<file path="config.mk">
export PLATFORM = sky130hd
export DESIGN_NAME = pipe_hazard_ctrl
export DESIGN_NICKNAME = d
export VERILOG_FILES = /design/src/rtl/pipe_pkg.sv /design/src/rtl/pipe_tag_shift.sv /design/src/rtl/pipe_hazard_ctrl.sv
export SDC_FILE = /design/constraint.sdc
export NUM_CORES = 1
export LEC_CHECK = 0
export CAP_MARGIN = 20
export CORE_ASPECT_RATIO = 0.5
export CORE_MARGIN = 3
export CORE_UTILIZATION = 49
export DETAILED_ROUTE_END_ITERATION = 12
export PLACE_DENSITY = 0.79
export SYNTH_ARGS = -nofsm -noshare
export SYNTH_HDL_FRONTEND = slang
export SYNTH_SLANG_ARGS = --single-unit
</file>
<file path="constraint.sdc">
create_clock -name clk -period 4.4 [get_ports clk]
set_clock_uncertainty 0.1 [all_clocks]
set_input_delay 0.66 -clock clk [delete_from_list [all_inputs] [get_ports clk]]
set_output_delay 0.66 -clock clk [all_outputs]
set_load 0.005 [all_outputs]
</file>
<file path="src/rtl/pipe_pkg.sv">
// pipe_pkg: shared stage indices, tag/forwarding types and the hazard match helper for the pipeline control slice.
// Latency: none; this package holds types and a pure function only.
// Backpressure: none; the package carries no state.
package pipe_pkg;

  // Stage indices at the nominal 5-stage depth; deeper pipes derive MEM/WB from NSTAGE.
  localparam int ST_IF  = 0;
  localparam int ST_ID  = 1;
  localparam int ST_EX  = 2;
  localparam int ST_MEM = 3;
  localparam int ST_WB  = 4;

  // Tag register width; the top's RADDR_W must not exceed this.
  localparam int PKG_RADDR_W = 5;
  typedef logic [PKG_RADDR_W-1:0] raddr_t;

  typedef enum logic [1:0] {
    FWD_RF    = 2'd0,
    FWD_EXMEM = 2'd1,
    FWD_MEMWB = 2'd2
  } fwd_sel_e;

  typedef enum logic [1:0] {
    RUN      = 2'd0,
    STALL    = 2'd1,
    MEM_WAIT = 2'd2
  } hz_state_e;

  typedef struct packed {
    logic   valid;
    raddr_t rd;
    logic   we;
    logic   is_load;
  } pipe_tag_t;

  // A producer tag hits a source operand only if it really writes a non-x0 register the operand reads.
  function automatic logic tag_hit(input pipe_tag_t t, input raddr_t rs, input logic use_b);
    return t.valid && t.we && (t.rd != '0) && (t.rd == rs) && use_b;
  endfunction

endpackage

</file>
<file path="src/rtl/pipe_tag_shift.sv">
// pipe_tag_shift: destination-tag shift register for stages EX..WB with per-stage enable and bubble insert.
// Latency: one cycle per stage; a tag moves one stage on each enabled edge.
// Backpressure: a disabled stage holds its tag; flush loads a bubble regardless of enable.
module pipe_tag_shift
  import pipe_pkg::*;
#(
  parameter int NSTAGE = 5
)
(
  input  logic                     clk,
  input  logic                     rst,
  input  logic [NSTAGE-1:2]        stage_en,
  input  logic [NSTAGE-1:2]        flush,
  input  pipe_tag_t                in_tag,
  output pipe_tag_t [NSTAGE-1:2]   tag
);

  for (genvar s = 2; s < NSTAGE; s++) begin : g_stage
    pipe_tag_t src;
    pipe_tag_t q;

    if (s == 2) begin : g_head
      assign src = in_tag;
    end else begin : g_body
      assign src = tag[s-1];
    end

    // Bubble on flush, shift on enable, otherwise hold the in-flight tag.
    always_ff @(posedge clk or posedge rst) begin
      if (rst)              q <= '0;
      else if (flush[s])    q <= '0;
      else if (stage_en[s]) q <= src;
    end

    assign tag[s] = q;
  end

endmodule

</file>
<file path="src/rtl/pipe_hazard_ctrl.sv">
// pipe_hazard_ctrl: per-stage enable/valid/flush and forwarding select for the in-order core (build option PIPE_FORWARD_EN).
// Latency: stage control is combinational from ID operands, tag pipe and status; counter and valids are registered.
// Backpressure: mem_busy_i freezes every stage; an unresolved RAW holds IF/ID and injects a bubble into EX.
module pipe_hazard_ctrl
  import pipe_pkg::*;
#(
  parameter int NSTAGE   = 5,
  parameter int RADDR_W  = 5,
  parameter int BR_STAGE = 2,
  parameter int STALL_CW = 16
)
(
  input  logic                clk,
  input  logic                rst,
  input  logic                id_valid_i,
  input  logic [RADDR_W-1:0]  id_rs1_i,
  input  logic [RADDR_W-1:0]  id_rs2_i,
  input  logic [1:0]          id_rs_use_i,
  input  logic [RADDR_W-1:0]  id_rd_i,
  input  logic                id_rd_we_i,
  input  logic                id_is_load_i,
  input  logic                br_taken_i,
  input  logic                mem_busy_i,
  output logic [NSTAGE-1:0]   stage_en_o,
  output logic [NSTAGE-1:0]   stage_valid_o,
  output logic [NSTAGE-1:0]   flush_o,
  output logic [1:0]          fwd_rs1_o,
  output logic [1:0]          fwd_rs2_o,
  output logic [STALL_CW-1:0] stall_cnt_o
);

  logic                   init_q;
  hz_state_e              state_q, state_d;
  pipe_tag_t [NSTAGE-1:2] tags;
  pipe_tag_t              id_tag;
  logic [NSTAGE-1:0]      en_c, fl_c;
  logic [1:0]             v_q;
  logic [2:0]             r1, r2;
  logic                   raw_hz;

  // Per operand: {stall, fwd select}; scanning oldest to youngest lets the youngest producer win.
  function automatic logic [2:0] resolve(input logic [RADDR_W-1:0] rs, input logic use_b,
                                         input pipe_tag_t [NSTAGE-1:2] t);
    logic     stall_b;
    fwd_sel_e f;
    stall_b = 1'b0;
    f       = FWD_RF;
    for (int s = NSTAGE - 1; s >= 2; s--) begin
      if (tag_hit(t[s], raddr_t'(rs), use_b)) begin
`ifdef PIPE_FORWARD_EN
        // Load data is not available before the end of MEM, so a load still ahead of MEM must stall.
        if (t[s].is_load && (s <= NSTAGE - 3)) begin
          stall_b = 1'b1;
          f       = FWD_RF;
        end else begin
          stall_b = 1'b0;
          // A producer in WB writes the register file before ID reads it.
          f = (s == 2) ? FWD_EXMEM : ((s == NSTAGE - 1) ? FWD_RF : FWD_MEMWB);
        end
`else
        stall_b = 1'b1;
        f       = FWD_RF;
`endif
      end
    end
    return {stall_b, f};
  endfunction

  // Holds all outputs at reset values until the first edge after rst releases.
  always_ff @(posedge clk or posedge rst) begin
    if (rst) init_q <= 1'b1;
    else     init_q <= 1'b0;
  end

  // Hazard state register; it records the previous cycle's resolved mode.
  always_ff @(posedge clk or posedge rst) begin
    if (rst) state_q <= RUN;
    else     state_q <= state_d;
  end

  // Next-state; entry and release are combinational, so state_d is also this cycle's mode.
  always_comb begin
    r1     = resolve(id_rs1_i, id_rs_use_i[0], tags);
    r2     = resolve(id_rs2_i, id_rs_use_i[1], tags);
    raw_hz = id_valid_i && (r1[2] || r2[2]);
    state_d = state_q;
    if (init_q) begin
      state_d = RUN;
    end else begin
      case (state_q)
        RUN:      if (mem_busy_i) state_d = MEM_WAIT;
                  else if (!br_taken_i && raw_hz) state_d = STALL;
        STALL:    if (mem_busy_i) state_d = MEM_WAIT;
                  else if (br_taken_i || !raw_hz) state_d = RUN;
        MEM_WAIT: if (!mem_busy_i) state_d = (!br_taken_i && raw_hz) ? STALL : RUN;
        default:  state_d = RUN;
      endcase
    end
  end

  // Stage enables and flushes for the resolved mode; a taken branch only applies outside busy.
  always_comb begin
    en_c = '1;
    fl_c = '0;
    if (init_q) begin
      en_c = '0;
      fl_c = '1;
    end else begin
      case (state_d)
        MEM_WAIT: en_c = '0;
        STALL: begin
          en_c[ST_ID:ST_IF] = 2'b00;
          fl_c[ST_EX]       = 1'b1;
        end
        default: if (br_taken_i) for (int s = 0; s < BR_STAGE; s++) fl_c[s] = 1'b1;
      endcase
    end
  end

  // A flushed ID is discarded rather than passed into EX.
  always_comb begin
    id_tag.valid   = id_valid_i && !fl_c[ST_ID];
    id_tag.rd      = raddr_t'(id_rd_i);
    id_tag.we      = id_rd_we_i;
    id_tag.is_load = id_is_load_i;
  end

  pipe_tag_shift #(.NSTAGE(NSTAGE)) u_tags (
    .clk      (clk),
    .rst      (rst),
    .stage_en (en_c[NSTAGE-1:2]),
    .flush    (fl_c[NSTAGE-1:2]),
    .in_tag   (id_tag),
    .tag      (tags)
  );

  // IF/ID occupancy: IF always fetches when enabled; ID inherits IF's valid.
  always_ff @(posedge clk or posedge rst) begin
    if (rst) begin
      v_q <= 2'b00;
    end else begin
      if (fl_c[ST_IF])      v_q[0] <= 1'b0;
      else if (en_c[ST_IF]) v_q[0] <= 1'b1;
      if (fl_c[ST_ID])      v_q[1] <= 1'b0;
      else if (en_c[ST_ID]) v_q[1] <= v_q[0];
    end
  end

  // Saturating count of cycles with ID held, excluding the reset window.
  always_ff @(posedge clk or posedge rst) begin
    if (rst)                                                  stall_cnt_o <= '0;
    else if (!init_q && !en_c[ST_ID] && (stall_cnt_o != '1)) stall_cnt_o <= stall_cnt_o + 1'b1;
  end

  // Valid view: IF/ID from local flops, EX onward from the tag pipe.
  always_comb begin
    stage_valid_o = '0;
    stage_valid_o[ST_ID:ST_IF] = v_q;
    for (int s = 2; s < NSTAGE; s++) stage_valid_o[s] = tags[s].valid;
  end

  assign stage_en_o = en_c;
  assign flush_o    = fl_c;
  assign fwd_rs1_o  = (init_q || !id_valid_i || raw_hz) ? FWD_RF : r1[1:0];
  assign fwd_rs2_o  = (init_q || !id_valid_i || raw_hz) ? FWD_RF : r2[1:0];

endmodule
</file>
==> Flow_metrics.wiki, run 1 <==
{| class="wikitable"
! Metric !! Value
|-
| H-tree levels || 2
|-
| Number of library cell types mapped by synthesis || 44
|-
| Max-Cap Viols || 0
|-
| Die Ht || 55.3 um
|-
| Cell-by-cell trace of the critical path || clkdlybuf4s50_1 > xor2_1 > nor4_1 > and3_1 > a31oi_1 > o41a_1 > ha_1 > nor2b_1 > clkdlybuf4s50_1
|-
| Required arrival time at the worst endpoint || 3.64 ns
|-
| Number of buffers inserted by post-CTS setup repair || 0
|-
| Antenna diodes || 0
|-
| Layout area overhead || 26.2%
|-
| Setup repair after global routing missed its margin || false
|-
| Fraction of layout instances using a drive strength above 1 || 6.45%
|-
| Hold_buf cts || 0
|-
| Type of the worst min-delay path || reg2reg
|-
| Critical Path End Type || output pin
|-
| Dominant cell by count in the synthesized netlist || dfrtp_1
|-
| Tightest Pin Transition || 0.500 ns
|-
| Remaining DRCs || 0
|-
| Largest net degree at the start of global routing || 28
|-
| TritonCTS clock tree || yes
|-
| Kind of launch point of the worst setup path || input pin
|-
| Cell Pwr Density || 300 nW/um^2
|-
| Post-CTS clock slew at the launch and capture registers of the worst setup and hold paths || 0.07 ns
|-
| Via count of the first global-routing pass || 1856
|-
| Final weighted congestion in routability-driven placement || 0.854
|-
| Via total after detailed routing || 1824
|-
| Post-detailed-placement cell area || 2910 sq um
|-
| Fraction of registers with async set or reset after synthesis || 100%
|-
| Commonest cells in the synthesized netlist || 41 x dfrtp_1, 33 x xnor2_1, 30 x nor2_1
|-
| Post-cts sizing count || 0
|-
| Terminus of the critical flop-to-flop path || stall_cnt_o[15]$_DFFE_PP0P_
|-
| Maximum clock frequency || 237 MHz
|-
| Initial antenna violation count || 0
|-
| Die width || 105 um
|-
| Min-Delay Path Depth || 1
|-
| Die footprint || 5790 sq um
|-
| Clock buffer count from CTS || 5
|-
| Floorplan core area || 4550 sq um
|-
| Proportion of netlist area held by the largest area contributor || 43.0%
|-
| Tcrit/Tclk final || 96.0%
|-
| Maximum fanout along the worst path || 6
|-
| Most area-hungry cell type in the Yosys netlist || dfrtp_1
|-
| Synth warn || 0
|-
| Final design instance area without fill || 3010 sq um
|-
| Number of synthesized register bits || 42
|-
| Top cells by area in the synthesized netlist || dfrtp_1 43%, xnor2_1 12%, mux2i_1 8.8%
|-
| Syn_area_per_cell || 10.3 sq um
|-
| Crit path to || stage_en_o[1]
|-
| # rows || 17
|-
| Global-route wire length before repair || 8890 um
|-
| Global route total overflow || 0
|-
| Rel. slew slack || 66.1%
|-
| Final count of negative-setup-slack endpoints || 0
|-
| Via density per instance || 5.29
|-
| Post-synthesis instance total || 231
|-
| Total length of routed wires || 5320 um
|-
| Final Hold Viols || 0
|-
| Largest stage delay on the critical path || 0.54 ns
|-
| Post-synth EDFFs || 0
|-
| Arrival time of the worst setup path || 3.46 ns
|-
| Slowest cell on the critical path || clkdlybuf4s50_1
|-
| Netlist area before placement || 2390 sq um
|-
| Cell leakage power || 1.26 nW
|-
| Run status || finished, final reports clean
|-
| Root buffer selected by CTS || clkbuf_8
|-
| Count of filler cells inserted in the layout || 383
|-
| Number of top-level pins || 59
|-
| Initial core utilization || 52.4%
|-
| Number of sinks driven by the clock tree || 42
|-
| Cell count of the worst reg-to-reg path || 11
|-
| Sequential share of the synthesized area || 44.1%
|-
| Class of the most critical setup path || in2out
|-
| HPWL Detailed || 3910 um
|-
| Reg-to-Reg Start || u_tags.tag[5]$_DFFE_PP0P_
|-
| Sum Neg Setup Slack || 0 ns
|-
| IR Drop Worst-Case VDD || 0.246 mV
|-
| DRT Pass-1 Iters || 4
|-
| Number of nets in the layout || 306
|-
| Aggregate global-route resource usage || 18.9%
|-
| Final Max Slew Viols || 0
|-
| Maximum buffer depth of the clock tree || 2
|-
| Launching instance or port of the critical path || id_rs2_i[3]
|-
| FF-to-FF setup slack || 0.90 ns
|-
| Input/output buffers || 53
|-
| Shortest clock period the worst path allows after layout || 4.22 ns
|-
| Clk_lat worst skew || 0.29 ns
|-
| Total power draw || 0.904 mW
|-
| Wire length per cell after detailed routing || 15.4 um
|-
| Library cell appearing most often on the critical path || clkdlybuf4s50_1
|-
| Number of nets still failing antenna checks after routing || 0
|-
| Most common flop cell mapped by yosys || dfrtp_1
|-
| Number of DRC markers after the initial detailed-route iteration || 42
|}
[placed cells by master, fill, tap and decap left out, drive strengths merged, types with 2 or more instances in the layout]
cell type,count
xor2,10
o22ai,2
o2111ai,2
mux2,2
conb,5
or2,2
dfrtp,41
nand4,10
clkdlybuf4s50,53
a21oi,3
nand2,13
xnor2,33
clkbuf,7
or4,3
o211ai,2
ha,3
and3,5
nand3,6
nor4,3
inv,3
nor2,31
a31oi,2
buf,3
mux2i,21
[critical path, delay by kind of cell]
kind | cells | cell delay (ns)
buf+inv | 2 | 1.04
simple gates | 3 | 0.66
fa+ha+maj | 1 | 0.40
xor+xnor | 1 | 0.18
compound gates | 2 | 0.52
[metal layers]
metal / global-route usage, % / up-vias / part of all wire, %
met5: 0 / - / 0
li1: - / 877 / -
met1: 24.3 / 895 / 45
met3: 4.78 / 10 / 4.2
met4: 6.36 / 0 / 1.8
met2: 31.3 / 42 / 49
[cell type report]
type	count	area (sq um)	share of cell area, %
Inverter	3	11.3	0.374
Timing Repair Buffer	56	573	19.0
Multi-Input combinational cell	171	1220	40.4
Sequential cell	42	1050	34.9
Clock buffer	7	76.3	2.53
Tap cell	66	82.6	2.74
[logic make-up (layout without fill, tap and decap cells)]
kind of cell             after synthesis  count (layout)  share of synthesized area [%]
AO/OA/AOI/OAI                         17              17                           5.72
AND/OR/NAND/NOR                       80              80                           17.4
buffers and inverters                 22              66                           5.56
multiplexers                          23              23                           9.75
flip-flops                            42              42                           44.1
XOR/XNOR                              43              43                           15.8
other                                  1               5                          0.157
adder cells (fa/ha/maj)                3               3                           1.57
[where the power goes]
group / internal [mW] / leakage [nW] / total [mW] / switching (mW)
clock network: 0.109 / 0.0383 / 0.233 / 0.123
logic: 0.121 / 0.659 / 0.207 / 0.0852
registers: 0.417 / 0.565 / 0.465 / 0.0480
[registers in the layout, summed over array words and instances (netlist names)]
name         count
stall_cnt_o     16
state_q          2
u_tags.tag      21
v_q              2
init_q           1
[per-stage QoR]
stage | utilization [%] | cells | hold slack, ns | worst slack [ns]
floorplan | - | 235 | 0.388 | 0.980
global placement | 63.9 | 337 | 0.396 | 0.247
detailed placement | 63.9 | 337 | 0.405 | 0.178
CTS | 65.6 | 344 | 0.423 | 0.157
global route | 66.2 | 345 | 0.445 | 0.0186
finish | 66.2 | 345 | 0.419 | 0.178
[worst min-delay path by stage]
stage | from | endpoint
final | stall_cnt_o[10]$_DFFE_PP0P_ | stall_cnt_o[10]$_DFFE_PP0P_
after global routing | stall_cnt_o[6]$_DFFE_PP0P_ | stall_cnt_o[6]$_DFFE_PP0P_
after CTS | stall_cnt_o[6]$_DFFE_PP0P_ | stall_cnt_o[6]$_DFFE_PP0P_
after detailed placement | stall_cnt_o[6]$_DFFE_PP0P_ | stall_cnt_o[6]$_DFFE_PP0P_
after global placement | stall_cnt_o[6]$_DFFE_PP0P_ | stall_cnt_o[6]$_DFFE_PP0P_
after floorplan | stall_cnt_o[6]$_DFFE_PP0P_ | stall_cnt_o[6]$_DFFE_PP0P_
Power figures use the tool's default switching activity.
==> run 2, diff against run 1 <==
CORE_UTILIZATION = 53   (was 49)
PLACE_DENSITY = 0.81   (was 0.79)
SLEW_MARGIN = 0   (was not set)
clock period = 5 ns   (was 4.4 ns; I/O delays follow)
==> run 2 against run 1 <==
Against the previous run: sequential cell count is the same; power shrank 6.4%; count of clock-buffer cells in the layout decreased by 2; wire length fell by 2.8%; critical endpoint unchanged; highest routed layer unchanged; critical path type unchanged.
==> Flow_metrics.wiki, run 2 (same netlist as run 1, synthesis figures left out) <==
{| class="wikitable"
! Metric !! Value
|-
| Run status || finished, final reports clean
|-
| Required arrival time at the worst endpoint || 4.15 ns
|-
| Via count of the first global-routing pass || 1812
|-
| Endpoint, Worst Hold || stall_cnt_o[6]$_DFFE_PP0P_
|-
| Critical Path End Type || output pin
|-
| Root buffer selected by CTS || clkbuf_8
|-
| Largest stage delay on the critical path || 0.54 ns
|-
| Layout area overhead || 25.8%
|-
| Number of nets still failing antenna checks after routing || 0
|-
| # rows || 16
|-
| Floorplan core area || 4100 sq um
|-
| Remaining DRCs || 0
|-
| HPWL Detailed || 3740 um
|-
| Commonest cells after routing, fill and taps aside || 53 x clkdlybuf4s50_1, 41 x dfrtp_1, 33 x xnor2_1
|-
| Clk_lat worst skew || 0.29 ns
|-
| Cell-by-cell trace of the critical path || clkdlybuf4s50_1 > xor2_1 > nor4_1 > and3_1 > a31oi_1 > o41a_1 > ha_1 > nor2b_1 > clkdlybuf4s50_1
|-
| Final count of negative-setup-slack endpoints || 0
|-
| Final weighted congestion in routability-driven placement || 0.845
|-
| Number of buffers inserted by post-CTS setup repair || 0
|-
| Maximum clock frequency || 230 MHz
|-
| Maximum buffer depth of the clock tree || 2
|-
| Die Ht || 53.4 um
|-
| Hold path start || stall_cnt_o[6]$_DFFE_PP0P_
|-
| Wire length per cell after detailed routing || 15.5 um
|-
| Tcrit/Tclk final || 86.9%
|-
| Final Hold Viols || 0
|-
| Terminus of the critical flop-to-flop path || stall_cnt_o[15]$_DFFE_PP0P_
|-
| Number of sinks driven by the clock tree || 42
|-
| Setup repair after global routing missed its margin || false
|-
| Final hold slack || 0.415 ns
|-
| Largest net degree at the start of global routing || 43
|-
| Input/output buffers || 53
|-
| Count of filler cells inserted in the layout || 301
|-
| Fraction of layout instances using a drive strength above 1 || 7.17%
|-
| Hold_buf cts || 0
|-
| Cell leakage power || 1.27 nW
|-
| Sum Neg Setup Slack || 0 ns
|-
| Commonest non-fill, non-tap cell in the layout || clkdlybuf4s50_1
|-
| H-tree levels || 2
|-
| Min-Delay Path Depth || 1
|-
| Cell count of the worst reg-to-reg path || 11
|-
| Via density per instance || 5.44
|-
| Number of top-level pins || 59
|-
| Number of nets in the layout || 305
|-
| Total length of routed wires || 5170 um
|-
| TritonCTS clock tree || yes
|-
| Type of the worst min-delay path || reg2reg
|-
| Register area || 1050 sq um
|-
| Clock buffer count from CTS || 5
|-
| Global-route wire length before repair || 8650 um
|-
| Number of DRC markers after the initial detailed-route iteration || 86
|-
| Area of the multi-input gates || 1220 sq um
|-
| Die footprint || 5390 sq um
|-
| Initial core utilization || 58.1%
|-
| Slowest cell on the critical path || clkdlybuf4s50_1
|-
| Flip-flop count of the largest register after layout || 21
|-
| Shortest clock period the worst path allows after layout || 4.34 ns
|-
| FF-to-FF setup slack || 1.53 ns
|-
| Arrival time of the worst setup path || 3.49 ns
|-
| Rel. slew slack || 63.8%
|-
| Initial antenna violation count || 0
|-
| Antenna diodes || 0
|-
| DRT Pass-1 Iters || 4
|-
| Reg-to-Reg Start || u_tags.tag[11]$_DFFE_PP0P_
|-
| Aggregate global-route resource usage || 21.1%
|-
| Die width || 101 um
|-
| Max-Cap Viols || 0
|-
| Final Max Slew Viols || 0
|-
| Library cell appearing most often on the critical path || clkdlybuf4s50_1
|-
| Post-CTS clock slew at the launch and capture registers of the worst setup and hold paths || 0.08 ns
|-
| IR Drop Worst-Case VDD || 0.222 mV
|-
| Maximum fanout along the worst path || 6
|-
| Cell Pwr Density || 282 nW/um^2
|-
| Tightest Pin Transition || 0.534 ns
|-
| Total instance count after detailed placement || 325
|-
| Class of the most critical setup path || in2out
|-
| Post-cts sizing count || 0
|-
| Via total after detailed routing || 1813
|-
| Post-Layout Cell Count || 333
|-
| Global route total overflow || 0
|-
| Kind of launch point of the worst setup path || input pin
|}
## run 2: changes by cell type in the layout (fill, tap and decap cells not counted), sizes merged
cell	before	now
clkbuf	7	5
buf	3	2
clkinv	0	2
bufinv	0	1
## run 2: layout make-up
| type | instances | area share, % |
|---|---|---|
| multi-input cells | 171 | 40.5 |
| flip-flops and latches | 42 | 35.1 |
| repair buffers | 55 | 18.2 |
| clock buffers | 5 | 2.29 |
| well taps | 54 | 2.25 |
| clock inverters | 3 | 1.33 |
| inverters | 3 | 0.375 |
## run 2: how the worst max path moves through the flow
stage / startpoint / to / slack [ns] / cells past startpoint
after floorplan: id_rs2_i[3] / stage_en_o[3] / 1.44 / 10
after global placement: id_rs2_i[3] / stage_en_o[1] / 0.70 / 9
after detailed placement: id_rs2_i[3] / stage_en_o[1] / 0.67 / 9
after CTS: id_rs2_i[3] / stage_en_o[1] / 0.64 / 9
after global routing: id_rs2_i[3] / stage_en_o[1] / 0.54 / 9
final: id_rs2_i[3] / stage_en_o[1] / 0.66 / 9
## run 2: worst max-delay path, delay by kind of cell
kind | cells | cell delay (ns)
AND/OR/NAND/NOR | 3 | 0.64
AO/OA/AOI/OAI | 2 | 0.48
buffers and inverters | 2 | 1.04
adder cells (fa/ha/maj) | 1 | 0.40
XOR/XNOR | 1 | 0.18
## run 2: routing by layer
metal | vias up | global-route usage, % | wire length [um]
li1 | 871 | - | -
met1 | 887 | 27.3 | 2380
met2 | 53 | 35.4 | 2510
met3 | 2 | 6.71 | 258
met4 | 0 | 3.97 | 20
met5 | - | 0 | 0
## run 2: power breakdown
group / switching (mW) / internal [mW] / total [mW] / leakage [nW]
clock: 0.116 / 0.147 / 0.263 / 0.0579
combinational: 0.0724 / 0.104 / 0.177 / 0.646
sequential: 0.0395 / 0.367 / 0.406 / 0.565
## run 2: per-stage QoR
step	area [sq um]	utilization [%]	power, mW	setup slack, ns
global placement	2890	70.5	0.583	0.700
finish	3000	73.1	0.846	0.656
detailed placement	2890	70.5	0.590	0.666
CTS	3000	73.1	0.856	0.642
floorplan	2400	-	0.501	1.44
global route	3000	73.1	0.893	0.540
==> run 3, diff against run 2 <==
CORE_UTILIZATION = 55   (was 53)
DONT_BUFFER_PORTS = 1   (was not set)
PLACE_DENSITY = 0.66   (was 0.81)
SYNTH_HIERARCHICAL = 1   (was not set)
==> run 3 against run 2 <==
Against the previous run: global-route usage is 1.9 points lower; wire length is 12% lower; non-clock buffer count down 54; final area decreased by 19%; register-to-register slack improved by 0.20 ns; synthesized area is 0.31% higher.
==> Flow_metrics.wiki, run 3 <==
{| class="wikitable"
! Metric !! Value
|-
| Wire length per cell after detailed routing || 16.4 um
|-
| Input/output buffers || 0
|-
| Maximum fanout along the worst path || 7
|-
| Type of the worst min-delay path || in2async
|-
| Die width || 99.3 um
|-
| Final weighted congestion in routability-driven placement || 0.885
|-
| Aggregate global-route resource usage || 19.3%
|-
| Worst slack at placement || 1.48 ns
|-
| Number of sinks driven by the clock tree || 42
|-
| Die footprint || 5230 sq um
|-
| H-tree levels || 2
|-
| Fraction of layout instances using a drive strength above 1 || 9.33%
|-
| Number of nets in the layout || 251
|-
| Post-cts sizing count || 0
|-
| Reg-to-Reg Start || u_tags/tag[13]$_DFFE_PP0P_
|-
| CP Depth || 7
|-
| Netlist area before placement || 2390 sq um
|-
| Final worst-path setup slack || 1.49 ns
|-
| Commonest cells after routing, fill and taps aside || 41 x dfrtp_1, 32 x xnor2_1, 32 x nor2_1
|-
| Hold_buf cts || 0
|-
| Global route total overflow || 0
|-
| FF-to-FF setup slack || 1.73 ns
|-
| Critical Path End Type || output pin
|-
| DRT Pass-1 Iters || 3
|-
| Total length of routed wires || 4570 um
|-
| Sum Neg Setup Slack || 0 ns
|-
| Post-CTS clock slew at the launch and capture registers of the worst setup and hold paths || 0.07 ns
|-
| Die Ht || 52.6 um
|-
| Largest net degree at the start of global routing || 25
|-
| Maximum clock frequency || 285 MHz
|-
| Layout area overhead || 2.20%
|-
| Via density per instance || 5.58
|-
| Met1 track demand over resource || 23.6%
|-
| Final count of negative-setup-slack endpoints || 0
|-
| Shortest clock period the worst path allows after layout || 3.51 ns
|-
| Count of filler cells inserted in the layout || 341
|-
| Remaining DRCs || 0
|-
| Global routing met2 resource utilization || 31.2%
|-
| Clk_lat worst skew || 0.28 ns
|-
| Maximum buffer depth of the clock tree || 2
|-
| Syn_area_per_cell || 10.5 sq um
|-
| Floorplan core area || 4040 sq um
|-
| Initial antenna violation count || 0
|-
| Via count of the first global-routing pass || 1636
|-
| Number of buffers inserted by post-CTS setup repair || 0
|-
| HPWL Detailed || 3470 um
|-
| Met3 routing resource usage after global routing || 8.63%
|-
| Required arrival time at the worst endpoint || 4.15 ns
|-
| Rel. slew slack || 46.7%
|-
| Largest stage delay on the critical path || 0.46 ns
|-
| IR Drop Worst-Case VDD || 0.190 mV
|-
| Run status || finished, final reports clean
|-
| Global-route wire length before repair || 7870 um
|-
| TritonCTS clock tree || yes
|-
| # rows || 16
|-
| Crit path buffers/inverters || 1
|-
| Setup repair after global routing missed its margin || false
|-
| Post-detailed-placement cell area || 2370 sq um
|-
| Total power draw || 0.695 mW
|-
| Cell Pwr Density || 284 nW/um^2
|-
| Final design instance area without fill || 2450 sq um
|-
| Category of cells accounting for the largest share of critical-path delay || compound AO/OA/AOI/OAI gates
|-
| Root buffer selected by CTS || clkbuf_8
|-
| Number of top-level pins || 59
|-
| Initial core utilization || 59.2%
|-
| Commonest non-fill, non-tap cell in the layout || dfrtp_1
|-
| Number of nets still failing antenna checks after routing || 0
|-
| Flip-flop count of the largest register after layout || 21
|-
| Cell count of the worst reg-to-reg path || 10
|-
| Terminus of the critical flop-to-flop path || stall_cnt_o[12]$_DFFE_PP0P_
|-
| Post-synthesis instance total || 228
|-
| Max-Cap Viols || 0
|-
| Tightest Pin Transition || 0.799 ns
|-
| Tcrit/Tclk final || 70.2%
|-
| Arrival time of the worst setup path || 2.66 ns
|-
| Number of DRC markers after the initial detailed-route iteration || 41
|-
| Final core area utilization || 60.5%
|-
| Final Max Slew Viols || 0
|-
| Final Hold Viols || 0
|-
| Cell-by-cell trace of the critical path || xor2_1 > nor4_1 > a31oi_1 > o41a_1 > ha_1 > a21oi_1 > inv_1
|-
| Slowest cell on the critical path || dfrtp_1
|-
| Via total after detailed routing || 1558
|-
| Class of the most critical setup path || reg2out
|-
| Cell leakage power || 1.09 nW
|-
| Kind of launch point of the worst setup path || flip-flop
|-
| Clock buffer count from CTS || 5
|-
| Antenna diodes || 0
|-
| GRT Max-Usage Layer || met2
|-
| Synth warn || 6
|}
run 3: how the worst max path moves through the flow:
| stage | start | endpoint | slack [ns] |
|---|---|---|---|
| detailed placement | id_rs1_i[3] | stall_cnt_o[12]$_DFFE_PP0P_ | 1.48 |
| global route | u_tags/tag[13]$_DFFE_PP0P_ | flush_o[1] | 1.24 |
| global placement | id_rs1_i[3] | stall_cnt_o[14]$_DFFE_PP0P_ | 1.49 |
| floorplan | id_rs1_i[3] | flush_o[1] | 1.64 |
| finish | u_tags/tag[13]$_DFFE_PP0P_ | flush_o[1] | 1.49 |
| CTS | u_tags/tag[13]$_DFFE_PP0P_ | flush_o[1] | 1.50 |
run 3: through the flow:
step | std cells | hold slack [ns]
after floorplan | 232 | 0.388
after global placement | 271 | 0.418
after detailed placement | 271 | 0.421
after CTS | 279 | 0.412
after global routing | 279 | 0.443
final | 279 | 0.389
run 3: where the power goes:
| group | internal [mW] | total, mW | switching (mW) |
|---|---|---|---|
| clock network | 0.0992 | 0.202 | 0.103 |
| logic | 0.0440 | 0.0866 | 0.0426 |
| registers | 0.365 | 0.406 | 0.0412 |
run 3: worst reg2reg max path, delay by kind of cell, from the launching register on:
family / cells / cell delay (ns)
flops: 1 / 0.46
xor+xnor: 2 / 0.32
compound gates: 3 / 1.00
simple gates: 4 / 0.86
fa+ha+maj: 1 / 0.41
run 3: final cells by class:
type | instances | area, sq um | share of cell area [%]
Clock buffer | 8 | 80.1 | 3.27
Inverter | 5 | 18.8 | 0.767
Timing Repair Buffer | 1 | 7.51 | 0.307
Tap cell | 54 | 67.6 | 2.76
Sequential cell | 42 | 1050 | 43.0
Multi-Input combinational cell | 169 | 1220 | 49.9
run 3: layer usage:
metal	share of wire [%]	wire [um]
met5	0	0
met4	1.3	60
met3	8.3	377
met2	47	2150
met1	43	1970
